**config.mk**
```make
export PLATFORM = sky130hd
export DESIGN_NAME = cv32e40p_ft_perm_fault_mgr
export DESIGN_NICKNAME = d
export VERILOG_FILES = /design/src/rtl/cv32e40p_ft_perm_fault_mgr.sv
export SDC_FILE = /design/constraint.sdc
export NUM_CORES = 1
export LEC_CHECK = 0
export ABC_CLOCK_PERIOD_IN_PS = 1900
export CORE_MARGIN = 5
export CORE_UTILIZATION = 45
export DETAILED_ROUTE_END_ITERATION = 12
export PLACE_DENSITY = 0.66
export SYNTH_ARGS = -nofsm -noshare
export SYNTH_HDL_FRONTEND = slang
export SYNTH_SLANG_ARGS = --single-unit
```
**constraint.sdc**
```tcl
create_clock -name clk -period 1.9 [get_ports clk]
set_input_delay 0.285 -clock clk [delete_from_list [all_inputs] [get_ports clk]]
set_output_delay 0.285 -clock clk [all_outputs]
set_load 0.01 [all_outputs]
```
**src/rtl/cv32e40p_ft_perm_fault_mgr.sv**
```systemverilog
// Permanent-fault manager for the triplicated EX units: leaky per-replica error
// counters, sticky fault flags, spare swap-in via the 3-of-4 selection muxes.
module cv32e40p_ft_perm_fault_mgr #(
    parameter int unsigned CNT_W     = 8,
    parameter int unsigned THRESHOLD = 100,
    parameter int unsigned INC       = 1,
    parameter int unsigned DEC       = 2
) (
    input  logic       clk,
    input  logic       rst_n,
    input  logic [3:0] enable_i,
    input  logic [3:0] err_detected_i,
    input  logic       pipe_idle_i,
    input  logic       clear_i,
    output logic [2:0] sel_mux_o,
    output logic [3:0] faulty_o,
    output logic [3:0] perf_event_o,
    output logic       reconfig_busy_o,
    output logic       degraded_o
);

    localparam int unsigned NREP = 4;
    localparam logic [CNT_W:0]   CNT_MAX = {1'b0, {CNT_W{1'b1}}};
    localparam logic [CNT_W:0]   INC_W   = (CNT_W+1)'(INC);
    localparam logic [CNT_W-1:0] INC_V   = CNT_W'(INC);
    localparam logic [CNT_W-1:0] DEC_V   = CNT_W'(DEC);
    localparam logic [CNT_W-1:0] THR_V   = CNT_W'(THRESHOLD);

    typedef enum logic [1:0] {
        NORMAL    = 2'd0,
        SWAP_PEND = 2'd1,
        SPARED    = 2'd2,
        DEGRADED  = 2'd3
    } state_e;

    state_e           state_q, state_n;
    logic [CNT_W-1:0] cnt_q [NREP];
    logic [CNT_W-1:0] cnt_n [NREP];
    logic [3:0]       in_use;
    logic [3:0]       over_thr;
    logic [3:0]       new_fault;
    logic [1:0]       swap_idx_q, swap_idx_n;
    logic             pend_deg_q, pend_deg_n;
    logic [2:0]       sel_n;
    logic [2:0]       low_mask;
    logic [1:0]       low_idx;
    logic             others;

    // The spare only accumulates history while it is actually voting.
    assign in_use = {state_q == SPARED, sel_mux_o};

    // Leaky counters: saturating increment on error, floor-at-zero decrement on clean.
    always_comb begin
        for (int i = 0; i < NREP; i++) begin
            cnt_n[i]    = cnt_q[i];
            over_thr[i] = cnt_q[i] > THR_V;
            if (enable_i[i] && in_use[i] && !faulty_o[i]) begin
                if (err_detected_i[i]) begin
                    cnt_n[i] = (({1'b0, cnt_q[i]} + INC_W) > CNT_MAX) ? CNT_MAX[CNT_W-1:0]
                                                                     : cnt_q[i] + INC_V;
                end else begin
                    cnt_n[i] = (cnt_q[i] > DEC_V) ? cnt_q[i] - DEC_V : '0;
                end
            end
        end
    end

    assign new_fault = over_thr & ~faulty_o;

    // Reconfiguration FSM reacts to the registered fault pulse.
    always_comb begin
        state_n    = state_q;
        sel_n      = sel_mux_o;
        swap_idx_n = swap_idx_q;
        pend_deg_n = pend_deg_q;
        low_mask   = perf_event_o[2:0] & (~perf_event_o[2:0] + 3'd1);
        low_idx    = low_mask[0] ? 2'd0 : (low_mask[1] ? 2'd1 : 2'd2);
        others     = |(perf_event_o & ~{1'b0, low_mask});

        case (state_q)
            NORMAL: begin
                if (|perf_event_o[2:0]) begin
                    if (faulty_o[3] && !perf_event_o[3]) begin
                        // Spare already lost earlier: nothing left to swap in.
                        state_n = DEGRADED;
                    end else begin
                        swap_idx_n = low_idx;
                        pend_deg_n = others;
                        if (pipe_idle_i) begin
                            sel_n      = sel_mux_o & ~low_mask;
                            state_n    = others ? DEGRADED : SPARED;
                            pend_deg_n = 1'b0;
                        end else begin
                            state_n = SWAP_PEND;
                        end
                    end
                end
            end
            SWAP_PEND: begin
                pend_deg_n = pend_deg_q | (|perf_event_o);
                if (pipe_idle_i) begin
                    sel_n      = sel_mux_o & ~(3'b001 << swap_idx_q);
                    state_n    = (pend_deg_q || (|perf_event_o)) ? DEGRADED : SPARED;
                    pend_deg_n = 1'b0;
                end
            end
            SPARED: begin
                if (|perf_event_o) begin
                    state_n = DEGRADED;
                end
            end
            DEGRADED: begin
                state_n = DEGRADED;
            end
            default: begin
                state_n = NORMAL;
            end
        endcase
    end

    // State, counters and registered outputs; clear_i overrides every update.
    always_ff @(posedge clk or negedge rst_n) begin
        if (!rst_n) begin
            state_q         <= NORMAL;
            cnt_q           <= '{default: '0};
            swap_idx_q      <= 2'd0;
            pend_deg_q      <= 1'b0;
            sel_mux_o       <= 3'b111;
            faulty_o        <= 4'b0000;
            perf_event_o    <= 4'b0000;
            reconfig_busy_o <= 1'b0;
            degraded_o      <= 1'b0;
        end else if (clear_i) begin
            state_q         <= NORMAL;
            cnt_q           <= '{default: '0};
            swap_idx_q      <= 2'd0;
            pend_deg_q      <= 1'b0;
            sel_mux_o       <= 3'b111;
            faulty_o        <= 4'b0000;
            perf_event_o    <= 4'b0000;
            reconfig_busy_o <= 1'b0;
            degraded_o      <= 1'b0;
        end else begin
            state_q         <= state_n;
            cnt_q           <= cnt_n;
            swap_idx_q      <= swap_idx_n;
            pend_deg_q      <= pend_deg_n;
            sel_mux_o       <= sel_n;
            faulty_o        <= faulty_o | new_fault;
            perf_event_o    <= new_fault;
            reconfig_busy_o <= (state_n == SWAP_PEND);
            degraded_o      <= (state_n == DEGRADED);
        end
    end

endmodule

```
# Yosys cells after proc, flatten, opt, wreduce, memory -nomap -nowiden

Cells that the tools add are included.

Output and inout port bits: 13
Register bits after elaboration: 50
Word-level logic and storage cells: 137
Input port bits: 12

Reductions and logical operators: 29
Bitwise operators: 12
$add $sub $neg: 13
Shift-type cells: 1
Magnitude comparators: 12
Equal/unequal tests: 10
Muxes and demuxes: 48

Operators with widths:

| kind                  | count |
|---|---|
| $mux W8               | 16 |
| $add A8 B1 Y9 const B | 4 |
| $gt A9 B8 Y1 const B  | 4 |
| $add A8 B1 Y8 const B | 4 |
| $gt A8 B2 Y1 const B  | 4 |
| $gt A8 B7 Y1 const B  | 4 |
| $mux W32              | 1 |
| $sub A8 B2 Y8 const B | 4 |
| $mux W2               | 12 |
| $mux W3               | 5 |
| $ne A3 B3 Y1 const B  | 4 |
| $reduce_bool A2 Y1    | 6 |
| $and A3 B3 Y3         | 3 |
| $logic_and A1 B1 Y1   | 9 |
| $mux W1               | 9 |
| $not A3 Y3            | 3 |
| $and A4 B4 Y4         | 2 |
| $mux W4               | 2 |
| $pmux W2 S4           | 1 |
| $reduce_or A4 Y1      | 2 |
| $eq A2 B2 Y1 const B  | 3 |
| $pmux W3 S2           | 1 |
| $reduce_and A3 Y1     | 2 |
| $logic_not A1 Y1      | 5 |
| 14 further kinds      | 15 |

# Depth between registers and ports, before layout

Gate-level depths: netlist (run 1).

Depth after elaboration: 13
Mapped depth: 7
Depth with buffers taken out: 7

# Least setup slack after synthesis (run 1)

OpenSTA, ideal clock, no wires.

Path type: reg-to-reg
Start point: reg cnt_q[20] in the netlist's numbering
End point: reg cnt_q[19] in the netlist's numbering
Arrival time: 1.707 ns
Library setup time: 0.134 ns
Path buffers: 1
Data required time: 1.766 ns
Setup slack: 0.059 ns
Stages on the path, launching flop included: 7
Path through: dfrtp_1 > buf_6 > or4_4 > a211oi_4 > nor2_2 > a2111oi_2 > a211oi_1

Longest elaborated chain between the ends: 6

RTL lines:

| item                   | line | RTL |
|---|---|---|
| from (decl)            | 37   | `logic [CNT_W-1:0] cnt_q [NREP];` |
| from (signal assigned) | 145  | `cnt_q <= cnt_n;` |
| $add A8 B1 Y9          | 59   | `cnt_n[i] = (({1'b0, cnt_q[i]} + INC_W) > CNT_MAX) ? CNT_MAX[CNT_W-1:0]` |
| $gt A9 B8 Y1           | 59   |  |
| $mux W8                | 59   |  |
| $mux W8 *              | 58   | `if (err_detected_i[i]) begin` |
| $mux W8 *              | 57   | `if (enable_i[i] && in_use[i] && !faulty_o[i]) begin` |
| $mux W32 *             | 133  | `end else if (clear_i) begin` |

Every way passes the cells marked *; elsewhere a longest branch is shown, timed or not. The select of a mux whose other input is x is not followed.
A chain may end at the register's enable or synchronous reset.

# Final worst setup path (run 1)

Start point: reg cnt_q[22] in the netlist's numbering
End point: reg cnt_q[19] in the netlist's numbering

The elaborated chain is that of the path after synthesis.

==> impl_metrics.env, run 1 <==
export IMPL_reg2reg_setup_slack_ps=50
export IMPL_dieWidth_um=103
export IMPL_timing_critical_path_slowest_stage_cell="or4_4"
export IMPL_syn_instance_count=481
export IMPL_synth_warnings=0
export IMPL_post_synth_main_area_contributors="dfrtp_1 (30%), ha_1 (7.7%), a21oi_1 (5.0%), nor2_1 (4.7%), o21ai_0 (4.1%)"
export IMPL_clock_latency_ps=310
export IMPL_adder_and_majority_cell_fraction_of_the_synthesized_area=0.0772
export IMPL_synth_simple_area_share=0.268
export IMPL_timing_final_max_slew_violations=0
export IMPL_rsz0062_at_grt="true"
export IMPL_timing_worst_setup_path_type="register to register"
export IMPL_dr_first_iter_drc_count=180
export IMPL_post_route_cell_area_sq_um=4670
export IMPL_num_io_pins=25
export IMPL_post_synthesis_share_of_cell_area_spent_on_xor_and_xnor_gates=0.0428
export IMPL_grt_start_max_net_pins=51
export IMPL_status="completed"
export IMPL_part_of_the_yosys_area_used_for_sequential_elements=0.323
export IMPL_setup_worst_path_start_class="register"
export IMPL_tritoncts_num_sinks=50
export IMPL_cts_root_buf="clkbuf_8"
export IMPL_post_synth_mux_area_share=0.0158
export IMPL_cp_max_fo=5
export IMPL_slew_headroom=0.672
export IMPL_finalHoldWorstSlack_ps=478
export IMPL_synth_nets=517
export IMPL_synthesis_area_sq_um=3890
export IMPL_final_nets=573
export IMPL_antennaDiodeCount=0
export IMPL_crit_chain="or4_4 > a211oi_4 > nor2_2 > a2111oi_2 > a211oi_1"
export IMPL_htreeDepth=2
export IMPL_initial_core_util=0.455
export IMPL_timing_critical_path_buf_inv=0
export IMPL_synth_top_family_by_area="simple AND/OR/NAND/NOR gates"
export IMPL_maxClockFrequency_mhz=542
export IMPL_grt_first_pass_wirelength_um=17100
export IMPL_worst_path_largest_cell_delay_ps=560
export IMPL_synth_edf_count=0
export IMPL_grt_antenna_before_repair=0
export IMPL_power_leakage_nw=2.00
export IMPL_critPathCaptureType="register"
export IMPL_post_synth_num_cell_types=61
export IMPL_area_growth_pct=20.2
export IMPL_tritoncts="done"
export IMPL_die_height_um=103
export IMPL_totalPowerFinal_mw=6.07
export IMPL_detail_route_antenna_nets=0
export IMPL_grt_pass1_vias=3691
export IMPL_grt_usage=0.196
export IMPL_avgViaCountPerCell=5.86
export IMPL_wire_per_inst_um=15.3
export IMPL_yosys_most_used_dff="dfrtp_1"
export IMPL_design_die_area_sq_um=10600
export IMPL_final_min_period_over_clock_period=0.971
export IMPL_power_density_nw_per_um2=1300
export IMPL_worst_path_dominant_cell_family="simple AND/OR/NAND/NOR gates"
export IMPL_portBuffers=24
export IMPL_synth_avg_cell_area_sq_um=8.08
export IMPL_clk_pin_slew_worst_paths_ps=100
export IMPL_detail_route_first_pass_iterations=5
export IMPL_routed_via_count=3787
export IMPL_overflow=0
export IMPL_ctsLongestPathBuffers=2
export IMPL_num_fill_cells=799
export IMPL_drc=0
export IMPL_cts_buffers=5
export IMPL_routed_wl_um=9860
export IMPL_drive_above_1_share=0.154
export IMPL_finalClockSkew_ps=9.47
export IMPL_min_period_ps=1850
export IMPL_synth_async_reset_ratio=1.00
export IMPL_placeableCoreArea_sq_um=8550
export IMPL_synth_ff_latch_count=50
export IMPL_cp_required_ps=2080
export IMPL_hold_path_class="input pin to async pin"
export IMPL_report_final_setup_viol=0
export IMPL_place_hpwl_um=7310
export IMPL_synth_largest_area_cell="dfrtp_1"
export IMPL_postPlaceCellArea_sq_um=4550
export IMPL_max_vdd_ir_drop_mv=0.702
export IMPL_timing_max_cap_violations=0
export IMPL_place_congestion=0.921
export IMPL_compound_gate_portion_of_the_synthesized_area=0.220
export IMPL_number_of_hold_violations_in_the_final_report=0
export IMPL_fin_tns_setup_ps=0
export IMPL_placementRows=34
export IMPL_yosysTopAreaCellShare=0.303
export IMPL_timing_critical_path_arrival_ps=2030
export IMPL_worstMarginPinSlew_ps=491
[per-layer routing]
metal,wire length [um],up-vias,GRT usage
met5,0,-,0
met3,522,6,0.0271
met1,4390,1802,0.265
li1,-,1866,-
met2,4900,113,0.339
met4,56,0,0.0319
[cells by family (layout without fill, tap and decap cells)]
kind of cell	Yosys count	count (layout)
AOI/OAI and AO/OA	133	133
xor gates and xnor gates	19	19
adders and majority gates	24	24
buffers and inverters	53	110
DFF	50	50
muxes	6	6
and+or+nand+nor	196	196
[worst paths after layout]
check	from	to	depth (start not counted)
min	rst_n	cnt_q[5]$_DFFE_PN0P_	3
max	cnt_q[22]$_DFFE_PN0P_	cnt_q[19]$_DFFE_PN0P_	5
min in group clk	faulty_o[2]$_DFF_PN0_	perf_event_o[2]$_DFF_PN0_	1
min reg2reg	faulty_o[2]$_DFF_PN0_	perf_event_o[2]$_DFF_PN0_	1
max reg2reg	cnt_q[22]$_DFFE_PN0P_	cnt_q[19]$_DFFE_PN0P_	5
max in group asynchronous	rst_n	sel_mux_o[1]$_DFFE_PN1P_	3
[placed cells by master (no fill, tap or decap), types with 4 or more instances in the layout]
cell type,instances
buf_4,52
nor2_1,49
dfrtp_1,46
a21oi_1,39
nand2_1,33
o21ai_0,32
ha_1,24
inv_1,23
clkdlybuf4s50_1,23
nand3_1,21
nor3_1,14
xnor2_1,13
nand2b_1,12
a31oi_1,11
nand4_1,8
o211ai_1,8
o22ai_1,7
nor3b_1,7
nor4_1,6
and3_1,6
xor2_1,6
mux2i_1,5
or3_1,5
or2_2,5
o32ai_1,5
nor2b_1,5
clkbuf_8,5
or4_1,4
nand3b_1,4
o221ai_1,4
[registers in the layout (all words and copies together), names as in the netlist]
signal           flops
perf_event_o         4
pend_deg_q           1
state_q              2
reconfig_busy_o      1
cnt_q               32
sel_mux_o            3
swap_idx_q           2
faulty_o             4
degraded_o           1
[metrics by stage]
step                cells   util  setup slack (ps)
detailed placement    635  0.532             -5.05
floorplan             481      -              58.6
global route          646  0.547             -51.8
CTS                   646  0.545              39.2
global placement      635  0.532              29.8
finish                646  0.547              55.0
[power breakdown]
| part | leakage, nW | switching [mW] | total [mW] | internal [mW] |
|---|---|---|---|---|
| clock | 0.0374 | 0.382 | 0.643 | 0.261 |
| combinational | 1.28 | 2.03 | 3.79 | 1.76 |
| sequential | 0.681 | 0.295 | 1.63 | 1.34 |
| total | 2.00 | 2.71 | 6.07 | 3.36 |
[layout make-up]
class                   count  area (sq um)  area share
repair buffers             79           676       0.145
inverters                  23          86.3      0.0185
clock inverters             2          15.0     0.00321
well taps                 108           135      0.0289
clock buffers               6          72.6      0.0155
flip-flops and latches     50          1260       0.269
multi-input cells         378          2430       0.520
[synth_stat cells (3+ instances only)]
cell and count:
nor2_1 49, dfrtp_1 47, a21oi_1 39, nand2_1 33, o21ai_0 32, clkbuf_1 24, ha_1 24, inv_1 23
nand3_1 21, nor3_1 14, xnor2_1 13, nand2b_1 12, a31oi_1 11, nand4_1 8, o211ai_1 8, nor3b_1 7
o22ai_1 7, and3_1 6, nor4_1 6, xor2_1 6, mux2i_1 5, nor2b_1 5, o32ai_1 5, or2_2 5
or3_1 5, a211oi_1 4, nand3b_1 4, o221ai_1 4, or4_1 4, and2_1 3, and4_1 3, buf_2 3
dfstp_2 3, o31ai_1 3
[timing repair]
| action | 4_1_cts | 5_1_grt |
|---|---|---|
| gates resized for setup | 0 | 3 |
| hold buffers | 1 | 0 |
| pin swaps | 0 | 1 |
| endpoints found under the hold margin | 47 | 0 |
| setup buffers | 2 | 0 |
| endpoints found under the setup margin | 2 | 12 |
[worst reg2reg max path, cell delays in order (launching register included)]
cell and delay (ps):
dfrtp_1 390, or4_4 560, a211oi_4 230, nor2_2 110, a2111oi_2 360, a211oi_1 70
Power figures use the tool's default switching activity.
==> run 2, diff against run 1 <==
--- a/config.mk
+++ b/config.mk
@@ -9,6 +9,7 @@
 export CORE_MARGIN = 5
 export CORE_UTILIZATION = 45
 export DETAILED_ROUTE_END_ITERATION = 12
+export GPL_TIMING_DRIVEN = 0
 export PLACE_DENSITY = 0.66
 export SYNTH_ARGS = -nofsm -noshare
 export SYNTH_HDL_FRONTEND = slang
==> impl_metrics.env, run 2 (synthesized netlist as in run 1, its figures left out) <==
export IMPL_tritoncts="done"
export IMPL_hold_path_class="input pin to async pin"
export IMPL_cts_buffers=5
export IMPL_global_route_peak_usage_layer="met2"
export IMPL_final_core_util=0.531
export IMPL_p_seq_frac=0.286
export IMPL_p_switching_mw=2.75
export IMPL_place_congestion=0.930
export IMPL_layout_cells_most_common="nor2_1"
export IMPL_finalClockSkew_ps=13.2
export IMPL_failing_checks="negative hold slack"
export IMPL_cp_max_fo=5
export IMPL_largestRegisters="cnt_q x32, faulty_o x4, perf_event_o x4"
export IMPL_num_io_pins=25
export IMPL_worst_path_dominant_cell_family="simple AND/OR/NAND/NOR gates"
export IMPL_final_min_period_over_clock_period=0.972
export IMPL_postPlaceCellArea_sq_um=4250
export IMPL_cts_root_buf="clkbuf_8"
export IMPL_status="finished with violations"
export IMPL_crit_chain="or4_4 > a211oi_4 > nor2_4 > a2111oi_4 > a211oi_1"
export IMPL_report_final_setup_viol=0
export IMPL_rsz0062_at_grt="true"
export IMPL_avgViaCountPerCell=5.94
export IMPL_slew_headroom=0.425
export IMPL_design_die_area_sq_um=10600
export IMPL_ff2ff_path_depth=5
export IMPL_registers_top_by_ff_count="cnt_q"
export IMPL_finalHoldWorstSlack_ps=-23.1
export IMPL_area_growth_pct=16.8
export IMPL_most_common_layout_cells="nor2_1 (49), a21oi_1 (39), dfrtp_1 (36), o21ai_0 (32), nand2_1 (31)"
export IMPL_drive_above_1_share=0.132
export IMPL_die_height_um=103
export IMPL_antennaDiodeCount=0
export IMPL_dieWidth_um=103
export IMPL_clock_power_share=0.119
export IMPL_grt_first_pass_wirelength_um=16800
export IMPL_timing_max_cap_violations=0
export IMPL_ctsLongestPathBuffers=2
export IMPL_fin_tns_setup_ps=0
export IMPL_dr_first_iter_drc_count=150
export IMPL_worstMarginPinSlew_ps=859
export IMPL_cp_required_ps=2090
export IMPL_number_of_hold_violations_in_the_final_report=24
export IMPL_final_nets=551
export IMPL_grt_antenna_before_repair=0
export IMPL_critPathCaptureType="register"
export IMPL_drc=0
export IMPL_grt_usage=0.193
export IMPL_tritoncts_num_sinks=50
export IMPL_detail_route_first_pass_iterations=5
export IMPL_detail_route_antenna_nets=0
export IMPL_intPower_mw=3.43
export IMPL_timing_worst_setup_path_type="register to register"
export IMPL_timing_critical_path_slowest_stage_cell="or4_4"
export IMPL_setup_worst_path_start_class="register"
export IMPL_largest_register_ffs=32
export IMPL_power_leakage_nw=1.85
export IMPL_grt_start_max_net_pins=27
export IMPL_overflow=0
export IMPL_comb_power_share=0.595
export IMPL_placeableCoreArea_sq_um=8550
export IMPL_grtUsageMet2=0.312
export IMPL_post_route_cell_area_sq_um=4540
export IMPL_maxClockFrequency_mhz=542
export IMPL_holdBufCountCts=0
export IMPL_reg2reg_from="cnt_q[22]$_DFFE_PN0P_"
export IMPL_timing_final_max_slew_violations=0
export IMPL_num_fill_cells=799
export IMPL_clock_latency_ps=310
export IMPL_routed_via_count=3706
export IMPL_routed_wl_um=9970
export IMPL_totalPowerFinal_mw=6.19
export IMPL_max_vdd_ir_drop_mv=0.702
export IMPL_htreeDepth=2
export IMPL_min_period_ps=1850
export IMPL_reg2reg_setup_slack_ps=50
export IMPL_timing_critical_path_arrival_ps=2040
export IMPL_global_route_usage_met1=0.270
export IMPL_grt_pass1_vias=3584
export IMPL_critical_path_reg2reg_endpoint="cnt_q[19]$_DFFE_PN0P_"
export IMPL_place_hpwl_um=7070
export IMPL_placementRows=34
export IMPL_power_density_nw_per_um2=1360
export IMPL_initial_core_util=0.455
export IMPL_switching_share_of_total_power=0.445
export IMPL_global_route_met3_utilization=0.0271
export IMPL_timing_critical_path_buf_inv=0
export IMPL_portBuffers=21
export IMPL_clk_pin_slew_worst_paths_ps=90
export IMPL_wire_per_inst_um=16.0
export IMPL_worst_path_largest_cell_delay_ps=560
-- run 2: cell count changes in the layout (fill, tap and decap cells not counted), moves of 10 or more --
| cell | before | now |
|---|---|---|
| dfrtp_2 | 1 | 11 |
| clkbuf_1 | 1 | 17 |
| buf_4 | 52 | 11 |
| dfrtp_1 | 46 | 36 |
-- run 2: layout make-up --
cell class	instances	area [sq um]	share of cell area
Buffer	24	104	0.0229
Clock buffer	8	110	0.0242
Inverter	23	86.3	0.0190
Multi-Input combinational cell	378	2530	0.557
Sequential cell	50	1270	0.279
Tap cell	108	135	0.0298
Timing Repair Buffer	33	308	0.0678
-- run 2: worst reg2reg max path, stage by stage, from the launching register on --
cell and delay, ps:
dfrtp_2 420, or4_4 560, a211oi_4 280, nor2_4 110, a2111oi_4 290, a211oi_1 70
-- run 2: what timing repair did --
action | 4_1_cts | 5_1_grt
pin swaps | 5 | 6
resized for setup | 16 | 17
setup buffers | 7 | 4
endpoints found under the hold margin | 0 | 0
setup endpoints to repair | 24 | 31
-- run 2: worst max-delay path by stage --
stage	depth (start not counted)	startpoint	slack, ps	endpoint
after floorplan	6	cnt_q[20]$_DFFE_PN0P_	60	cnt_q[19]$_DFFE_PN0P_
after global placement	1	rst_n	-1060	cnt_q[17]$_DFFE_PN0P_
after detailed placement	5	clear_i	-390	swap_idx_q[0]$_DFFE_PN0P_
after CTS	5	cnt_q[22]$_DFFE_PN0P_	-10	cnt_q[21]$_DFFE_PN0P_
after global routing	5	cnt_q[22]$_DFFE_PN0P_	-40	cnt_q[21]$_DFFE_PN0P_
final	5	cnt_q[22]$_DFFE_PN0P_	50	cnt_q[19]$_DFFE_PN0P_
-- run 2: routing by layer --
metal  share of wire  up-vias
li1                -     1819
met5               0        -
met2            0.48       88
met3           0.036       10
met4           0.010        0
met1            0.47     1789
-- run 2: stage by stage --
step | hold WS, ps | setup slack (ps) | instances
6_report | -23.1 | 53.8 | 624
5_1_grt | 27.7 | -44.0 | 624
4_1_cts | 7.55 | -10.1 | 624
3_5_place_dp | 337 | -393 | 611
3_3_place_gp | 453 | -1060 | 610
2_1_floorplan | -10.6 | 58.6 | 481
-- run 2: power groups by stage --
stage / combinational [mW] / clock, mW / sequential (mW)
after global placement: 3.21 / 0 / 1.70
after detailed placement: 3.27 / 0 / 1.71
final: 3.68 / 0.739 / 1.77
after CTS: 3.64 / 0.761 / 1.71
after global routing: 4.09 / 0.809 / 1.82
after floorplan: 2.60 / 0 / 1.63
